File: src/rtl/rtc_key_rotator.sv
// rtc_key_rotator: four-slot key store that rotates the active key on 5 s ticks; optional 7-seg scanner under KEY_ROTATE_SCAN_EN
module rtc_key_rotator #(
   parameter int KEY_W    = 32,
   parameter int NUM_KEYS = 4
) (
   input  logic             sys_clk,
   input  logic             rst_n,
   input  logic             clk_500Hz,
   input  logic             clk_5s,
   input  logic             rotate_en,
   input  logic             key_load,
   input  logic [1:0]       key_load_idx,
   input  logic [KEY_W-1:0] key_load_data,
   output logic [KEY_W-1:0] key_out,
   output logic [1:0]       key_idx,
   output logic             key_valid,
   output logic [3:0]       seg_an,
   output logic [3:0]       seg_nib
);
   typedef enum logic [1:0] {EMPTY, READY, ROTATE} state_t;
   state_t state, state_n;
   logic [KEY_W-1:0] slot [NUM_KEYS];
   logic [NUM_KEYS-1:0] slot_valid, nv;
   logic [1:0] arm, n1, n2, n3, nxt;
   logic [2:0] s5;
   logic armed, tick5, found, rot, first_load, act_load;
   logic [KEY_W-1:0] nxt_data;
   // Edge detectors stay disarmed until the previous-value flops hold real samples, so a high input at release is not a rise
   always_ff @(posedge sys_clk or negedge rst_n)
      if (!rst_n) arm <= '0;
      else if (!armed) arm <= arm + 2'd1;
   assign armed = &arm;
   // clk_5s synchronizer: s5[1:0] two-flop sync, s5[2] previous value
   always_ff @(posedge sys_clk or negedge rst_n)
      if (!rst_n) s5 <= '0;
      else s5 <= {s5[1:0], clk_5s};
   assign tick5 = armed & s5[1] & ~s5[2];
   // Rotation looks at the mask including a same-cycle load, and picks up the load data if it targets the new slot
   always_comb begin
      nv = slot_valid | (key_load ? NUM_KEYS'(1) << key_load_idx : '0);
      n1 = key_idx + 2'd1;
      n2 = key_idx + 2'd2;
      n3 = key_idx + 2'd3;
      found = nv[n1] | nv[n2] | nv[n3];
      nxt = nv[n1] ? n1 : nv[n2] ? n2 : n3;
      nxt_data = (key_load && key_load_idx == nxt) ? key_load_data : slot[nxt];
      rot = (state == ROTATE) && tick5 && found;
      first_load = (state == EMPTY) && key_load;
      act_load = (state != EMPTY) && key_load && key_load_idx == key_idx;
   end
   // State register
   always_ff @(posedge sys_clk or negedge rst_n)
      if (!rst_n) state <= EMPTY;
      else state <= state_n;
   // Next state: EMPTY exits on first load; afterwards only rotate_en toggles READY/ROTATE
   always_comb begin
      state_n = state;
      state_n = (state == EMPTY) ? (key_load ? READY : EMPTY) : (rotate_en ? ROTATE : READY);
   end
   // Slot storage and active-key outputs
   always_ff @(posedge sys_clk or negedge rst_n)
      if (!rst_n) begin
         for (int i = 0; i < NUM_KEYS; i++) slot[i] <= '0;
         slot_valid <= '0;
         key_out <= '0;
         key_idx <= '0;
         key_valid <= 1'b0;
      end else begin
         if (key_load) begin
            slot[key_load_idx] <= key_load_data;
            slot_valid[key_load_idx] <= 1'b1;
         end
         key_idx <= first_load ? key_load_idx : rot ? nxt : key_idx;
         key_out <= rot ? nxt_data : (first_load || act_load) ? key_load_data : key_out;
         key_valid <= first_load | rot | act_load;
      end
`ifdef KEY_ROTATE_SCAN_EN
   logic [2:0] s500;
   logic [1:0] scan;
   // Display scanner: advance one digit per 500 Hz tick and register the matching nibble
   always_ff @(posedge sys_clk or negedge rst_n)
      if (!rst_n) begin
         s500 <= '0;
         scan <= '0;
         seg_nib <= '0;
      end else begin
         s500 <= {s500[1:0], clk_500Hz};
         if (armed && s500[1] && !s500[2]) scan <= scan + 2'd1;
         seg_nib <= key_out[{scan, 2'b00} +: 4];
      end
   assign seg_an = ~(4'b0001 << scan);
`else
   logic unused_500hz;
   assign unused_500hz = clk_500Hz;
   assign seg_an = 4'b1111;
   assign seg_nib = 4'h0;
`endif
endmodule

File: config.mk
export PLATFORM = sky130hd
export DESIGN_NAME = rtc_key_rotator
export DESIGN_NICKNAME = d
export VERILOG_FILES = /design/src/rtl/rtc_key_rotator.sv
export SDC_FILE = /design/constraint.sdc
export NUM_CORES = 1
export LEC_CHECK = 0
export ABC_AREA = 1
export ABC_CLOCK_PERIOD_IN_PS = 1900
export CAP_MARGIN = 20
export CORE_ASPECT_RATIO = 1.4
export CORE_MARGIN = 5
export CORE_UTILIZATION = 35
export DETAILED_ROUTE_END_ITERATION = 10
export PLACE_DENSITY = 0.59
export SLEW_MARGIN = 5
export SYNTH_ARGS = -nofsm -noshare
export SYNTH_HDL_FRONTEND = slang
export SYNTH_SLANG_ARGS = --single-unit
File: constraint.sdc
create_clock -name sys_clk -period 1.9 [get_ports sys_clk]
set_clock_uncertainty 0.2 [all_clocks]
set_input_delay 0.285 -clock sys_clk [delete_from_list [all_inputs] [get_ports sys_clk]]
set_output_delay 0.285 -clock sys_clk [all_outputs]
set_load 0.03 [all_outputs]
==> run_results.csv <==
group,metric,value,unit
place,globalplace.congestion,0.834,
global_route,antenna_violations_before_repair,0,
min_path,worst_min_path_class,"in -> reg",
routing,drt_pre_antenna_iters,5,
routing,avgViaCountPerCell,5.11,
power,cellPowerDensity,1350,mW/mm2
logic_synthesis,netlist_instances,1024,
setup_path,start_to_end_type_of_the_worst_setup_path,"reg -> reg",
setup_path,critical_path_arrival,2.43,ns
floorplan,start_util,35.5,%
clocking,clock_insertion_delay_worst_skew,0.42,ns
setup_path,worstPathMaxFanout,6,
logic_synthesis,sequential_fraction_of_the_synthesis_area,52.9,%
finish,leading_cell_type_in_the_layout_fill_and_taps_excluded,"nand2_1",
clocking,clock_tree_buffer_depth,2,
timing,final.min_clock_period,2.32,ns
global_route,first_pass_grt_wire_length,38600,um
timing,hold_violations,0,
place,io_buffer_count,73,
global_route,grt_remaining_overflow,0,
timing,sum_of_negative_setup_slack,-12.47,ns
routing,final_antenna_net_count,0,
status,violated_checks,"negative setup slack",
routing,drtIter0Drc,572,
finish,antenna_cells,0,
finish,synthesis_to_finish_area_growth,32.5,%
finish,final_cell_mix,"nand2_1, nand3_1, dfrtp_1, o21ai_0, nand3_2",
flow_run,cap_violations,0,
timing,timing.final.setup_violations,34,
logic_synthesis,netlist_area,0.00823,mm2
floorplan,coreArea,0.0232,mm2
clocking,htree_num_levels,4,
place,detailedPlacementHpwl,14700,um
routing,detail_route.wirelength,25200,um
status,status,"complete, but fails checks",
logic_synthesis,distinct_cell_type_count_after_synthesis,27,
routing,route.detailed.drc,0,
clocking,clk_pin_slew_worst_setup_hold_paths,0.07,ns
clocking,tritoncts,"done",
timing,rsz_0062_raised_after_global_routing,"yes",
power,p_leak,5.22,nW
logic_synthesis,yosys_warnings,0,
finish,layout-drive-gt1-share,19.2,%
clocking,cts_inserted_buffers,17,
clocking,cts.sink_count,174,
logic_synthesis,ys_ff_latch,174,
global_route,globalRouteTotalUtil,18.0,%
floorplan,floorplan.die_area,0.0267,mm2
power,post-layout-total-power,0.0148,W
timing,post-route-worst-setup-slack,-0.423,ns
floorplan,die_width,140,um
finish,fillCellCount,2314,
timing,finalCritPeriodShare,122,%
setup_path,timing.critical_path.required,2.00,ns
floorplan,std_cell_rows,66,
power,ir_worst_vdd,709,uV
setup_path,setup.worst_path.start_class,"flop",
routing,vias,7290,
routing,detail_route.wl_per_cell,17.6,um
timing,fmaxAchievable,0.430,GHz
timing,transition_time_of_the_tightest_slew_check_pin,0.672,ns
floorplan,io-pin-count,83,
setup_path,timing.critical_path.to_type,"flop",
timing,max_slew_violations,0,
global_route,grt_pass1_vias,7154,
clocking,root_buffer,"clkbuf_16",
floorplan,floorplan.die.height,191,um
timing,worst_slew_margin_rel,55.2,%
logic_synthesis,postSynthAreaPerCell,8.04,um2
finish,layout.nets,1149,
global_route,largest_net_degree_at_the_start_of_global_routing,65,
final timing paths:
| path | end | slack (ns) | from | cells after the start |
|---|---|---|---|---|
| worst max register to register | key_out[1]$_DFFE_PN0P_ | -0.42 | key_idx[1]$_DFFE_PN0P_ | 15 |
| max in group asynchronous | slot[88]$_DFFE_PN0P_ | 0.72 | rst_n | 3 |
| worst max-delay path | key_out[1]$_DFFE_PN0P_ | -0.42 | key_idx[1]$_DFFE_PN0P_ | 15 |
| worst min register to register | s5[1]$_DFF_PN0_ | 0.15 | s5[0]$_DFF_PN0_ | 0 |
| worst min-delay path | s5[0]$_DFF_PN0_ | 0.09 | clk_5s | 1 |
| min in group asynchronous | s5[0]$_DFF_PN0_ | 0.12 | rst_n | 2 |
power breakdown:
group          leakage (nW)  switching, W  internal [W]
Clock                 0.282       0.00147       0.00203
Sequential             2.14      0.000524       0.00449
Combinational          2.80       0.00380       0.00245
worst max-delay path, stage by stage (launching register included):
cell and delay (ns):
dfrtp_2 0.49, nand2_2 0.10, clkinv_2 0.07, nor2_4 0.12, inv_2 0.07, nand2_4 0.09
nand2_4 0.07, nand3_1 0.09, nand2_1 0.08, nor2_2 0.15, nand3_4 0.15, nand2_8 0.17
clkbuf_16 0.19, nand2_4 0.04, nand3_2 0.05, nand2_1 0.06
flip-flops by register name, indices dropped and copies added (netlist names):
| register | flops |
|---|---|
| key_valid | 1 |
| arm | 2 |
| key_idx | 2 |
| slot_valid | 4 |
| state | 2 |
| key_out | 32 |
| slot | 128 |
| s5 | 3 |
logic make-up after synthesis:
logic type | Yosys count | share of synthesized area [%]
fa+ha+maj | 1 | 0.152
other cells | 2 | 0.0912
mux | 1 | 0.137
xor+xnor | 2 | 0.213
buf+inv | 130 | 7.42
compound gates | 135 | 8.50
simple gates | 579 | 30.6
flops | 174 | 52.9
synth_stat cells, drive strengths merged:
library cell | count | area [um2]
xor2 | 1 | 8.76
clkinv | 1 | 3.75
dfrtp | 174 | 4350
conb | 2 | 7.51
buf | 51 | 314
o221ai | 2 | 17.5
o21ai | 131 | 656
clkbuf | 31 | 116
xnor2 | 1 | 8.76
nor2 | 18 | 77.6
ha | 1 | 12.5
nand3 | 238 | 1210
a21oi | 1 | 5.00
a31oi | 1 | 21.3
nor3 | 1 | 5.00
mux2 | 1 | 11.3
inv | 47 | 176
nand3b | 1 | 7.51
nand2 | 321 | 1220
per-stage QoR:
step           utilization [%]  setup WS, ns  instance area, um2  cells  hold slack [ns]
3_5_place_dp              41.8        -0.885                9700   1384           0.0174
5_1_grt                   47.0        -0.540               10900   1427           0.0719
2_1_floorplan                -        -0.278                8400   1030           -0.211
3_3_place_gp              41.8        -0.834                9700   1384           0.0183
6_report                  47.0        -0.423               10900   1427           0.0911
4_1_cts                   44.4        -0.336               10300   1417           0.0784
layer usage:
layer,up-vias,global-route usage [%],share of wire (%)
li1,3521,-,-
met4,0,5.82,2.4
met1,3541,22.3,42
met5,-,0,0
met3,37,3.08,3.8
met2,191,32.0,52
cell type report:
type	count	area [um2]	share of cell area, %
Multi-Input combinational cell	726	3780	34.7
Sequential cell	174	4360	39.9
Inverter	48	184	1.69
Timing Repair Buffer	141	1610	14.8
Clock buffer	22	464	4.26
Clock inverter	10	128	1.17
Tap cell	306	383	3.51
timing repair:
action                     CTS  global route
resized for setup           56           103
gates cloned                 0             7
pin swaps                    1            40
hold buffers                 1             0
setup endpoints to repair   70            36
setup buffers                0             3
hold endpoints to repair   174             0
No activity file was read; power rests on OpenSTA's default activity.
